**config.mk**
```make
export PLATFORM = sky130hd
export DESIGN_NAME = y86_dmem_requester
export DESIGN_NICKNAME = d
export VERILOG_FILES = /design/src/rtl/y86_dmem_requester.sv
export SDC_FILE = /design/constraint.sdc
export NUM_CORES = 1
export LEC_CHECK = 0
export BUFFER_PORTS_ARGS = -buffer_cell sky130_fd_sc_hd__buf_2
export CAP_MARGIN = 20
export CORE_AREA = 5 5 174 176
export DETAILED_ROUTE_END_ITERATION = 6
export DIE_AREA = 0 0 179 181
export HOLD_SLACK_MARGIN = 0.05
export SKIP_CTS_REPAIR_TIMING = 1
export SLEW_MARGIN = 25
export SYNTH_ARGS = -nofsm -noshare
export SYNTH_HDL_FRONTEND = slang
export SYNTH_SLANG_ARGS = --single-unit
```
**constraint.sdc**
```tcl
create_clock -name clk -period 6.55 [get_ports clk]
set_input_delay 0.655 -clock clk [delete_from_list [all_inputs] [get_ports clk]]
set_output_delay 0.655 -clock clk [all_outputs]
set_load 0.005 [all_outputs]
```
**src/rtl/y86_dmem_requester.sv**
```systemverilog
// Initiator side of the Y86 data-memory interface: decodes a memory-stage command and issues
// one read or write over a valid/ready channel. Optional abort timer: Y86_DMEM_TIMEOUT_EN.
module y86_dmem_requester #(
  parameter int unsigned ADDR_W         = 64,
  parameter int unsigned DATA_W         = 64,
  parameter int unsigned MEM_LIMIT      = 1023,
  parameter int unsigned TIMEOUT_CYCLES = 255
) (
  input  logic              clk,
  input  logic              rst,
  input  logic              start,
  input  logic [3:0]        icode,
  input  logic [DATA_W-1:0] valA,
  input  logic [ADDR_W-1:0] valE,
  input  logic [DATA_W-1:0] valP,
  output logic              busy,
  output logic              done,
  output logic [DATA_W-1:0] valM,
  output logic              dmem_error,
  output logic              mem_req_valid,
  input  logic              mem_req_ready,
  output logic              mem_req_we,
  output logic [ADDR_W-1:0] mem_req_addr,
  output logic [DATA_W-1:0] mem_req_wdata,
  input  logic              mem_rsp_valid,
  input  logic [DATA_W-1:0] mem_rsp_rdata,
  input  logic              mem_rsp_err
);

  typedef enum logic [1:0] {StIdle, StReq, StRsp, StFin} state_e;

  localparam logic [ADDR_W-1:0] Limit = ADDR_W'(MEM_LIMIT);

  state_e            state_q, state_d;
  logic [DATA_W-1:0] valm_q, valm_d;
  logic [DATA_W-1:0] wdata_q, wdata_d;
  logic [ADDR_W-1:0] addr_q, addr_d;
  logic              we_q, we_d;
  logic              err_q, err_d;
  logic              req_valid_q, req_valid_d;
  logic              timeout;

  logic              dec_acc;
  logic              dec_we;
  logic [ADDR_W-1:0] dec_addr;
  logic [DATA_W-1:0] dec_wdata;

  always_comb begin
    dec_acc   = 1'b1;
    dec_we    = 1'b0;
    dec_addr  = valE;
    dec_wdata = valA;
    case (icode)
      4'h4:        dec_we = 1'b1;
      4'h5:        dec_we = 1'b0;
      4'h8: begin
        dec_we    = 1'b1;
        dec_wdata = valP;
      end
      4'h9, 4'hB:  dec_addr = ADDR_W'(valA);
      4'hA:        dec_we = 1'b1;
      default:     dec_acc = 1'b0;
    endcase
  end

`ifdef Y86_DMEM_TIMEOUT_EN
  logic [31:0] cnt_q, cnt_d;
  // Counter spans REQ and RSP; >= covers a handshake that lands on the final count.
  assign timeout = (cnt_q >= TIMEOUT_CYCLES - 1);
`else
  logic unused_timeout_cycles;
  assign unused_timeout_cycles = ^TIMEOUT_CYCLES;
  assign timeout = 1'b0;
`endif

  always_comb begin
    state_d     = state_q;
    valm_d      = valm_q;
    wdata_d     = wdata_q;
    addr_d      = addr_q;
    we_d        = we_q;
    err_d       = err_q;
    req_valid_d = req_valid_q;
`ifdef Y86_DMEM_TIMEOUT_EN
    cnt_d       = cnt_q;
`endif
    unique case (state_q)
      StIdle: begin
        if (start) begin
          err_d = 1'b0;
          if (!dec_acc) begin
            state_d = StFin;
          end else if (dec_addr > Limit) begin
            err_d   = 1'b1;
            state_d = StFin;
          end else begin
            we_d        = dec_we;
            addr_d      = dec_addr;
            wdata_d     = dec_wdata;
            req_valid_d = 1'b1;
            state_d     = StReq;
`ifdef Y86_DMEM_TIMEOUT_EN
            cnt_d       = '0;
`endif
          end
        end
      end
      StReq: begin
        if (mem_req_ready) begin
          req_valid_d = 1'b0;
          state_d     = StRsp;
        end else if (timeout) begin
          req_valid_d = 1'b0;
          err_d       = 1'b1;
          state_d     = StFin;
        end
`ifdef Y86_DMEM_TIMEOUT_EN
        cnt_d = cnt_q + 32'd1;
`endif
      end
      StRsp: begin
        if (mem_rsp_valid) begin
          if (!we_q) valm_d = mem_rsp_rdata;
          err_d   = mem_rsp_err;
          state_d = StFin;
        end else if (timeout) begin
          err_d   = 1'b1;
          state_d = StFin;
        end
`ifdef Y86_DMEM_TIMEOUT_EN
        cnt_d = cnt_q + 32'd1;
`endif
      end
      StFin: state_d = StIdle;
      default: state_d = StIdle;
    endcase
  end

  always_ff @(posedge clk or posedge rst) begin
    if (rst) begin
      state_q     <= StIdle;
      valm_q      <= '0;
      wdata_q     <= '0;
      addr_q      <= '0;
      we_q        <= 1'b0;
      err_q       <= 1'b0;
      req_valid_q <= 1'b0;
`ifdef Y86_DMEM_TIMEOUT_EN
      cnt_q       <= '0;
`endif
    end else begin
      state_q     <= state_d;
      valm_q      <= valm_d;
      wdata_q     <= wdata_d;
      addr_q      <= addr_d;
      we_q        <= we_d;
      err_q       <= err_d;
      req_valid_q <= req_valid_d;
`ifdef Y86_DMEM_TIMEOUT_EN
      cnt_q       <= cnt_d;
`endif
    end
  end

  assign busy          = (state_q == StReq) || (state_q == StRsp);
  assign done          = (state_q == StFin);
  assign valM          = valm_q;
  assign dmem_error    = err_q;
  assign mem_req_valid = req_valid_q;
  assign mem_req_we    = we_q;
  assign mem_req_addr  = addr_q;
  assign mem_req_wdata = wdata_q;

endmodule
```
==> impl_results.rst, run 1 <==
.. list-table::
   :header-rows: 1

   * - Metric
     - Value
   * - Clock tree sinks
     - 197
   * - Worst endpoint data arrival time
     - 3.52 ns
   * - Number of CTS-inserted buffers
     - 17
   * - Via count of the first global-routing pass
     - 6,747
   * - Area Growth Syn to Fin
     - 39.3%
   * - Sequential share of the synthesized area
     - 58.8%
   * - Post-Syn Instances
     - 577
   * - Post-route worst hold slack
     - 0.311 ns
   * - Final cycle utilization of the critical path
     - 49.1%
   * - Cells after DPL
     - 1,400
   * - Post-Synthesis Net Count
     - 848
   * - GRT Residual Overflow
     - 0
   * - Sort of element at the start of the critical path
     - primary input
   * - Ratio of cells with drive above 1 in the final layout
     - 63.2%
   * - Type of the worst setup path
     - in -> reg
   * - Pwr dens
     - 220 nW/µm²
   * - Worst Reg-to-Reg Cells
     - 8
   * - Number of warnings reported in the yosys synthesis log
     - 0
   * - Static Leak
     - 0.00675 µW
   * - Global-route wire length before repair
     - 39,100 µm
   * - Max-cap check violation count
     - 0
   * - Final antenna-violating net count
     - 0
   * - Remaining design rule violation count
     - 0
   * - IO Port Bufs
     - 462
   * - GRT Total Usage
     - 15.7%
   * - Final Net Count
     - 1,306
   * - Outcome
     - finished, final reports clean
   * - Skew-Pair Late Insertion Delay
     - 0.43 ns
   * - Top routing layer in use
     - met4
   * - Vertical die dimension
     - 181 µm
   * - Most repeated cell in the gate-level netlist after synthesis
     - sky130_fd_sc_hd__dfrtp_1
   * - Starting utilization of the core area
     - 29.5%
   * - Yosys reg bits
     - 197
   * - TritonCTS clock tree
     - built
   * - Detail-routed net length per standard cell
     - 18.5 µm
   * - Clock slew seen by the registers of the worst setup and hold paths
     - 0.08 ns
   * - Pins Over Slew Limit
     - 0
   * - Number of flops mapped to enable cells by yosys
     - 0
   * - Startpoint of the most critical register-to-register path
     - state_q[0]$_DFFE_PP0P_
   * - FMAX
     - 0.311 GHz
   * - Final Hold Viols
     - 0
   * - Cell taking the most area after synthesis
     - sky130_fd_sc_hd__dfrtp_1
   * - Detailed route wirelength on metal2
     - 14,100 µm
   * - Number of H-tree levels
     - 4
   * - Overall die area
     - 32,400 µm²
   * - DRC violation total after the first TritonRoute iteration
     - 257
   * - Capture point of the critical path
     - mem_req_wdata[31]$_DFFE_PP0P_
   * - Non-filler cells in the finished layout
     - 1,433
   * - Average vias per placed instance
     - 4.47
   * - Post-layout minimum cycle time
     - 3.22 ns
   * - Cell area after synthesis
     - 8390 µm²
   * - Worst setup EP type
     - flop
   * - Final setup vio count
     - 0
   * - Top post-synthesis cells by area
     - sky130_fd_sc_hd__dfrtp_1 59%, sky130_fd_sc_hd__mux2_2 21%, sky130_fd_sc_hd__mux2_1 7.4%, sky130_fd_sc_hd__and2_1 4.0%, sky130_fd_sc_hd__nor4_1 1.9%
   * - Via total after detailed routing
     - 6,403
   * - Final routed wirelength across all metal layers
     - 26,500 µm
   * - Area taken by multi-input logic gates
     - 3270 µm²
   * - Slew HR
     - 34.2%
   * - Number of detailed-routing iterations run before antenna repair
     - 6
   * - Commonest cells in the synthesized netlist
     - 197 x sky130_fd_sc_hd__dfrtp_1, 158 x sky130_fd_sc_hd__mux2_2, 55 x sky130_fd_sc_hd__mux2_1
   * - Data required time at the worst endpoint
     - 6.85 ns
   * - Worst setup path start
     - valA[63]
   * - Number of antenna violations at the first check in global routing
     - 0
   * - Maximum number of pins on one net before global-route repair
     - 137
   * - Power, Total
     - 2570 µW
   * - Die outline width
     - 179 µm
   * - Met3 wire length
     - 1730 µm
   * - Utilization of the core after routing
     - 41.1%
   * - Site Rows
     - 62
   * - Type of the most critical hold path
     - in -> async
   * - DRT met1 WL
     - 10,400 µm
   * - Largest buffer count on any clock path
     - 2
   * - Area share of the largest cell type after synthesis
     - 58.8%
   * - Fill cell count
     - 2,801
   * - HPWL after detailed placement
     - 20,700 µm
   * - IR Drop Worst-Case VDD
     - 0.000123 V
   * - Predominant post-synthesis flop cell
     - sky130_fd_sc_hd__dfrtp_1
   * - Worst slew pin tran
     - 0.986 ns
   * - Mean post-synth cell area
     - 14.5 µm²
   * - Share of flip-flops with an asynchronous set or reset
     - 100%
   * - Number of distinct library cells after synthesis
     - 29
   * - I/O pins
     - 463
   * - Total negative slack for setup checks
     - 0 ns
   * - Unrepaired setup endpoints after global routing
     - false
   * - Highest net fanout along the worst path
     - 92
   * - Clock Skews
     - 0.0158 ns
   * - Register Area
     - 4930 µm²
   * - Last weighted congestion value of the routability-driven placer
     - 0.861
   * - Std-Cell Core Area
     - 28,500 µm²
   * - Root buffer cell
     - sky130_fd_sc_hd__clkbuf_16
   * - Worst reg2reg setup slack
     - 3.68 ns
   * - Capture point of the worst reg-to-reg path
     - mem_req_wdata[50]$_DFFE_PP0P_
==> state kept, by name, indices dropped and copies added, names as in the netlist <==
signal / cells
dmem_error: 1
mem_req_addr: 64
mem_req_valid: 1
mem_req_wdata: 64
mem_req_we: 1
state_q: 2
valM: 64
==> worst min-delay path by stage <==
stage	start	endpoint	slack (ns)	cells after the start
3_3_place_gp	mem_req_addr[21]$_DFFE_PP0P_	mem_req_addr[21]$_DFFE_PP0P_	0.46	1
5_1_grt	rst	valM[11]$_DFFE_PP0P_	0.38	2
4_1_cts	mem_rsp_rdata[6]	valM[6]$_DFFE_PP0P_	0.42	2
6_report	rst	valM[58]$_DFFE_PP0P_	0.31	2
2_1_floorplan	mem_req_addr[60]$_DFFE_PP0P_	mem_req_addr[60]$_DFFE_PP0P_	0.48	1
3_5_place_dp	mem_req_addr[11]$_DFFE_PP0P_	mem_req_addr[11]$_DFFE_PP0P_	0.47	1
==> placed cells by master (no fill, tap or decap), types with 3 or more instances in the layout <==
cell type	instances
sky130_fd_sc_hd__dfrtp_1	197
sky130_fd_sc_hd__and2_1	54
sky130_fd_sc_hd__buf_2	462
sky130_fd_sc_hd__buf_4	6
sky130_fd_sc_hd__inv_8	5
sky130_fd_sc_hd__inv_1	9
sky130_fd_sc_hd__nor2_1	6
sky130_fd_sc_hd__mux2i_1	5
sky130_fd_sc_hd__o21ai_0	5
sky130_fd_sc_hd__nor4_1	26
sky130_fd_sc_hd__clkinv_8	3
sky130_fd_sc_hd__mux2_1	55
sky130_fd_sc_hd__inv_12	3
sky130_fd_sc_hd__clkbuf_16	17
sky130_fd_sc_hd__ha_1	5
sky130_fd_sc_hd__nand4_1	8
sky130_fd_sc_hd__mux2_2	158
==> worst max-delay path: stages <==
cell and delay [ns]:
sky130_fd_sc_hd__buf_2 0.10, sky130_fd_sc_hd__nor4_1 0.62, sky130_fd_sc_hd__nand4_1 0.40, sky130_fd_sc_hd__mux2i_1 0.31, sky130_fd_sc_hd__nand4_1 0.11, sky130_fd_sc_hd__buf_4 0.29
sky130_fd_sc_hd__buf_4 0.45, sky130_fd_sc_hd__mux2_1 0.46
==> per-stage QoR <==
stage / area, µm² / setup slack (ns)
global route: 11700 / 3.02
finish: 11700 / 3.33
CTS: 11700 / 3.25
global placement: 11100 / 2.78
detailed placement: 11100 / 2.79
floorplan: 8390 / 0.526
==> report_power, final <==
group          leakage (µW)  switching (µW)  internal [µW]
clock              0.000290             538            525
sequential          0.00274            9.31           1230
combinational       0.00371             137            136
total               0.00675             684           1890
==> cells by family after synthesis <==
logic type	count (synthesis)	share of synthesized area (%)
AO/OA/AOI/OAI	13	1.09
multiplexers	218	29.2
flip-flops	197	58.8
buffers and inverters	39	2.43
AND/OR/NAND/NOR	105	7.80
adder cells (fa/ha/maj)	5	0.746
==> cell type report <==
cell class | count | area share, %
Clock inverter | 14 | 1.47
Antenna cell | 1 | 0.0214
Multi-Input combinational cell | 341 | 28.0
Inverter | 10 | 0.428
Timing Repair Buffer | 468 | 20.2
Sequential cell | 197 | 42.2
Clock buffer | 18 | 3.67
Tap cell | 384 | 4.11
==> per-layer routing <==
metal  track usage, %  up-vias
li1                 -     2982
met5                0        -
met2             28.7      225
met3             3.95       14
met1             18.4     3182
met4             3.32        0
Note: power is estimated with default switching activity, not from simulation.
==> run 2, diff against run 1 <==
==> constraint.sdc (replaced) <==
create_clock -name clk -period 3.32 [get_ports clk]
set_input_delay 0.332 -clock clk [delete_from_list [all_inputs] [get_ports clk]]
set_output_delay 0.332 -clock clk [all_outputs]
set_load 0.005 [all_outputs]
==> run 2 against run 1 <==
  * Cell count hardly changed
  * Power grew 95%
  * First-iteration DRC count fell by 34%
  * Worst setup slack worse by 2.3 ns
  * Register-to-register slack lost 2.5 ns
  * Worst hold slack got worse by 0.27 ns
  * Core utilization grew 0.11 points
  * Non-clock buffer count rose by 2
  * Sequential cell count is the same
  * Critical endpoint is now mem_req_wdata[63]$_DFFE_PP0P_
  * Die area unchanged
  * Critical path depth decreased by 1
  * Combinational power up 99%
==> impl_results.rst, run 2 (synthesized netlist as in run 1, its figures left out) <==
.. list-table::
   :header-rows: 1

   * - Metric
     - Value
   * - Type of the worst setup path
     - in -> reg
   * - Max-cap check violation count
     - 0
   * - Average vias per placed instance
     - 4.42
   * - Unrepaired setup endpoints after global routing
     - false
   * - Clock slew seen by the registers of the worst setup and hold paths
     - 0.07 ns
   * - Vertical die dimension
     - 181 µm
   * - TritonCTS clock tree
     - built
   * - Std-Cell Core Area
     - 28,500 µm²
   * - Final routed wirelength across all metal layers
     - 25,700 µm
   * - Total negative slack for setup checks
     - 0 ns
   * - Post-route worst hold slack
     - 0.0422 ns
   * - Number of CTS-inserted buffers
     - 17
   * - Type of the most critical hold path
     - in -> async
   * - Global-route wire length before repair
     - 38,100 µm
   * - Via total after detailed routing
     - 6,339
   * - Skew-Pair Late Insertion Delay
     - 0.43 ns
   * - Sort of element at the start of the critical path
     - primary input
   * - Data required time at the worst endpoint
     - 3.62 ns
   * - Clock tree sinks
     - 197
   * - Post-layout minimum cycle time
     - 2.31 ns
   * - Highest net fanout along the worst path
     - 129
   * - Most common library cell in the layout ignoring fill and taps
     - sky130_fd_sc_hd__buf_2
   * - Last weighted congestion value of the routability-driven placer
     - 0.833
   * - Worst Reg-to-Reg Cells
     - 7
   * - Leading cell types in the layout, fill and taps excluded
     - 462 x sky130_fd_sc_hd__buf_2, 197 x sky130_fd_sc_hd__dfrtp_1, 158 x sky130_fd_sc_hd__mux2_2
   * - Worst endpoint data arrival time
     - 2.61 ns
   * - Antenna diode count
     - 0
   * - Via count of the first global-routing pass
     - 6,648
   * - Final cycle utilization of the critical path
     - 69.7%
   * - Final antenna-violating net count
     - 0
   * - Largest buffer count on any clock path
     - 2
   * - DRC violation total after the first TritonRoute iteration
     - 170
   * - I/O pins
     - 463
   * - Detail-routed net length per standard cell
     - 17.9 µm
   * - HPWL after detailed placement
     - 20,000 µm
   * - Maximum number of pins on one net before global-route repair
     - 130
   * - Remaining design rule violation count
     - 0
   * - Startpoint of the most critical register-to-register path
     - state_q[0]$_DFFE_PP0P_
   * - Slew HR
     - 55.1%
   * - Overall die area
     - 32,400 µm²
   * - GRT Residual Overflow
     - 0
   * - Number of detailed-routing iterations run before antenna repair
     - 4
   * - Final Hold Viols
     - 0
   * - Static Leak
     - 0.00676 µW
   * - IO Port Bufs
     - 462
   * - Root buffer cell
     - sky130_fd_sc_hd__clkbuf_16
   * - Final setup vio count
     - 0
   * - Worst setup EP type
     - flop
   * - Worst Setup Slack, final
     - 1.01 ns
   * - Number of H-tree levels
     - 4
   * - Pwr dens
     - 427 nW/µm²
   * - Starting utilization of the core area
     - 29.5%
   * - Outcome
     - finished, final reports clean
   * - Ratio of cells with drive above 1 in the final layout
     - 63.1%
   * - Site Rows
     - 62
   * - Clock Skews
     - 0.0129 ns
   * - Pins Over Slew Limit
     - 0
   * - FMAX
     - 0.432 GHz
   * - Final Net Count
     - 1,308
   * - Number of antenna violations at the first check in global routing
     - 0
   * - Die outline width
     - 179 µm
   * - Capture point of the worst reg-to-reg path
     - mem_req_wdata[47]$_DFFE_PP0P_
   * - Worst slew pin tran
     - 0.668 ns
   * - IR Drop Worst-Case VDD
     - 0.000304 V
   * - Placement Setup Slack
     - 0.549 ns
   * - GRT Total Usage
     - 15.1%
   * - Worst reg2reg setup slack
     - 1.19 ns
   * - Area Growth Syn to Fin
     - 39.7%
run 2: cell count changes in the layout (fill, tap and decap cells not counted):
cell / previous run / this run
sky130_fd_sc_hd__buf_12: 0 / 5
sky130_fd_sc_hd__buf_4: 6 / 3
sky130_fd_sc_hd__clkbuf_1: 1 / 2
sky130_fd_sc_hd__clkinv_4: 1 / 3
sky130_fd_sc_hd__clkinv_8: 3 / 1
sky130_fd_sc_hd__clkinvlp_4: 1 / 3
sky130_fd_sc_hd__diode_2: 1 / 0
sky130_fd_sc_hd__inv_12: 3 / 0
run 2: worst max-delay path by stage:
stage                   from  cells after the start                       endpoint
floorplan                rst                      1         dmem_error$_DFFE_PP0P_
CTS                 valA[61]                      7   mem_req_wdata[6]$_DFFE_PP0P_
finish              valA[61]                      7  mem_req_wdata[63]$_DFFE_PP0P_
detailed placement  valA[61]                      7  mem_req_wdata[23]$_DFFE_PP0P_
global route        valA[61]                      7  mem_req_wdata[20]$_DFFE_PP0P_
global placement    valA[61]                      7  mem_req_wdata[13]$_DFFE_PP0P_
run 2: cell type report:
| cell class | count | area (µm²) |
|---|---|---|
| Inverter | 10 | 41.3 |
| Clock inverter | 13 | 131 |
| Fill cell | 2799 | 16800 |
| Multi-Input combinational cell | 341 | 3270 |
| Tap cell | 384 | 480 |
| Timing Repair Buffer | 470 | 2430 |
| Sequential cell | 197 | 4930 |
| Clock buffer | 19 | 433 |
run 2: layer usage:
layer	part of all wire, %	wire length, µm	GRT usage (%)	up-vias
met4	0.78	200	3.16	0
met3	7.0	1790	3.45	10
met1	40	10300	18.1	3112
li1	-	-	-	2986
met5	0	0	0	-
met2	52	13400	27.6	231
run 2: worst max-delay path, cell delays in order:
cell and delay, ns:
sky130_fd_sc_hd__buf_2 0.11, sky130_fd_sc_hd__nor4_1 0.60, sky130_fd_sc_hd__nand4_1 0.32, sky130_fd_sc_hd__mux2i_1 0.29, sky130_fd_sc_hd__nand4_1 0.18, sky130_fd_sc_hd__buf_12 0.32
sky130_fd_sc_hd__mux2_1 0.39
run 2: per-stage QoR:
| stage | cells | instance area (µm²) | util, % | power (µW) |
|---|---|---|---|---|
| 2_1_floorplan | 577 | 8390 | - | 2750 |
| 6_report | 1434 | 11700 | 41.2 | 5010 |
| 3_3_place_gp | 1402 | 11200 | 39.2 | 3030 |
| 3_5_place_dp | 1402 | 11200 | 39.2 | 3040 |
| 5_1_grt | 1434 | 11700 | 41.2 | 5260 |
| 4_1_cts | 1434 | 11700 | 41.2 | 5100 |
run 2: power by group:
group          internal [µW]  total (µW)  switching [µW]
registers               2420        2440            18.1
clock network           1000        2030            1030
logic                    273         543             270
total                   3690        5010            1310
==> run 3, diff against run 2 <==
==> constraint.sdc (replaced) <==
create_clock -name clk -period 2 [get_ports clk]
set_input_delay 0.2 -clock clk [delete_from_list [all_inputs] [get_ports clk]]
set_output_delay 0.2 -clock clk [all_outputs]
set_load 0.005 [all_outputs]
==> run 3 against run 2 <==
  * Power rose by 72%
  * Sequential share of layout area down 3.7 points
  * First-iteration DRC count increased by 37%
  * Count of clock-buffer cells in the layout stayed put
  * Worst hold slack better by 0.019 ns
  * Register-to-register slack worse by 1.1 ns
  * Sequential power is 66% higher
  * Sequential cell count is the same
  * Die area is the same
==> impl_results.rst, run 3 (synthesized netlist as in run 1, its figures left out) <==
.. list-table::
   :header-rows: 1

   * - Metric
     - Value
   * - Outcome
     - finished, final reports clean
   * - Global-route wire length before repair
     - 39,500 µm
   * - Slew HR
     - 71.0%
   * - Average vias per placed instance
     - 4.40
   * - Die outline width
     - 179 µm
   * - FMAX
     - 0.517 GHz
   * - Cell area reported after detailed placement
     - 11,600 µm²
   * - Antenna diode count
     - 0
   * - Worst slew pin tran
     - 0.435 ns
   * - Total negative slack for setup checks
     - 0 ns
   * - Overall die area
     - 32,400 µm²
   * - Number of detailed-routing iterations run before antenna repair
     - 4
   * - Final Hold Viols
     - 0
   * - Final antenna-violating net count
     - 0
   * - Type of the worst setup path
     - reg -> reg
   * - Leading cell types in the layout, fill and taps excluded
     - 462 x sky130_fd_sc_hd__buf_2, 197 x sky130_fd_sc_hd__dfrtp_1, 158 x sky130_fd_sc_hd__mux2_2
   * - Last weighted congestion value of the routability-driven placer
     - 0.836
   * - Largest buffer count on any clock path
     - 2
   * - Starting utilization of the core area
     - 29.5%
   * - Most common library cell in the layout ignoring fill and taps
     - sky130_fd_sc_hd__buf_2
   * - Maximum number of pins on one net before global-route repair
     - 78
   * - Finished layout cell area
     - 12,900 µm²
   * - Number of H-tree levels
     - 4
   * - Sort of element at the start of the critical path
     - flop
   * - Root buffer cell
     - sky130_fd_sc_hd__clkbuf_16
   * - Power, Total
     - 8610 µW
   * - Vertical die dimension
     - 181 µm
   * - Critical Path, Cell by Cell
     - inv_2 -> ha_4 -> nand2_1 -> nor2_2 -> nand4_1 -> buf_4 -> buf_12 -> mux2_1
   * - Worst setup EP type
     - flop
   * - Unrepaired setup endpoints after global routing
     - false
   * - Worst endpoint data arrival time
     - 2.23 ns
   * - Static Leak
     - 0.00731 µW
   * - Site Rows
     - 62
   * - Highest net fanout along the worst path
     - 25
   * - Via total after detailed routing
     - 6,813
   * - DRC violation total after the first TritonRoute iteration
     - 233
   * - Skew-Pair Late Insertion Delay
     - 0.42 ns
   * - TritonCTS clock tree
     - built
   * - Pins Over Slew Limit
     - 0
   * - GRT Total Usage
     - 15.8%
   * - Std-Cell Core Area
     - 28,500 µm²
   * - Max-cap check violation count
     - 0
   * - Clock slew seen by the registers of the worst setup and hold paths
     - 0.07 ns
   * - Final setup vio count
     - 0
   * - Cell with the largest stage delay on the worst path
     - sky130_fd_sc_hd__dfrtp_1
   * - Remaining design rule violation count
     - 0
   * - HPWL after detailed placement
     - 21,800 µm
   * - Final cycle utilization of the critical path
     - 96.7%
   * - Number of CTS-inserted buffers
     - 17
   * - Post-layout minimum cycle time
     - 1.93 ns
   * - Fill cell count
     - 2,673
   * - Largest stage delay on the critical path
     - 0.43 ns
   * - Final routed wirelength across all metal layers
     - 27,800 µm
   * - IR Drop Worst-Case VDD
     - 0.000460 V
   * - Detail-routed net length per standard cell
     - 17.9 µm
   * - Ratio of cells with drive above 1 in the final layout
     - 61.7%
   * - Detailed route wirelength on metal2
     - 14,800 µm
   * - DRT met1 WL
     - 10,800 µm
   * - Via count of the first global-routing pass
     - 7,011
   * - Number of antenna violations at the first check in global routing
     - 0
   * - Pwr dens
     - 669 nW/µm²
   * - Clock tree sinks
     - 197
   * - Top routing layer in use
     - met4
   * - GRT Residual Overflow
     - 0
   * - Final Net Count
     - 1,424
   * - Type of the most critical hold path
     - in -> reg
   * - Area Growth Syn to Fin
     - 53.2%
   * - Data required time at the worst endpoint
     - 2.29 ns
   * - Met3 wire length
     - 1680 µm
   * - I/O pins
     - 463
   * - IO Port Bufs
     - 462
   * - Clock Skews
     - 0.0142 ns
run 3: cell types whose count changed in the layout (fill, tap and decap cells not counted), sizes merged:
cell,previous run,this run
buf,470,521
clkinv,4,6
dlygate4sd3,0,65
clkinvlp,3,1
run 3: where the power goes:
group	switching [µW]	internal (µW)	leakage, µW
Clock	1730	1730	0.000291
Combinational	496	608	0.00428
Sequential	33.9	4010	0.00274
run 3: final timing paths:
kind                                              startpoint                             to  slack [ns]  cells past startpoint
worst max-delay path                  state_q[0]$_DFFE_PP0P_  mem_req_wdata[10]$_DFFE_PP0P_        0.07                      8
worst min-delay path                                icode[0]         mem_req_we$_DFFE_PP0P_        0.06                      2
worst max register to register        state_q[0]$_DFFE_PP0P_  mem_req_wdata[10]$_DFFE_PP0P_        0.07                      8
worst min register to register  mem_req_addr[32]$_DFFE_PP0P_   mem_req_addr[32]$_DFFE_PP0P_        0.48                      1
max in group asynchronous                                rst           valM[13]$_DFFE_PP0P_        0.95                      5
min in group asynchronous                                rst           valM[17]$_DFFE_PP0P_        0.31                      3
run 3: area by class of cell:
type / instances / area [µm²] / share of cell area [%]
well taps: 384 / 480 / 3.74
multi-input cells: 341 / 3280 / 25.5
clock inverters: 13 / 156 / 1.22
flip-flops and latches: 197 / 4930 / 38.3
inverters: 10 / 41.3 / 0.321
repair buffers: 586 / 3520 / 27.4
clock buffers: 19 / 443 / 3.45
run 3: stage by stage:
stage | setup WS [ns] | utilization (%) | instances | hold slack (ns)
6_report | 0.0662 | 45.2 | 1550 | 0.0610
5_1_grt | 0.00571 | 45.2 | 1550 | 0.0596
4_1_cts | -0.105 | 42.8 | 1485 | -0.252
3_5_place_dp | -0.222 | 40.7 | 1453 | 0.207
3_3_place_gp | -0.248 | 40.7 | 1453 | 0.209
2_1_floorplan | -0.746 | - | 577 | 0.290
run 3: worst max-delay path, delay by kind of cell, from the launching register on:
kind	cells	cell delay, ns
adders and majority gates	1	0.16
buffers and inverters	3	0.47
DFF	1	0.43
muxes	1	0.34
and+or+nand+nor	3	0.39
run 3: per-layer routing:
| metal | up-vias | GRT usage (%) |
|---|---|---|
| met5 | - | 0 |
| met4 | 0 | 3.81 |
| met3 | 28 | 3.28 |
| met2 | 242 | 29.5 |
| met1 | 3329 | 18.3 |
| li1 | 3214 | - |
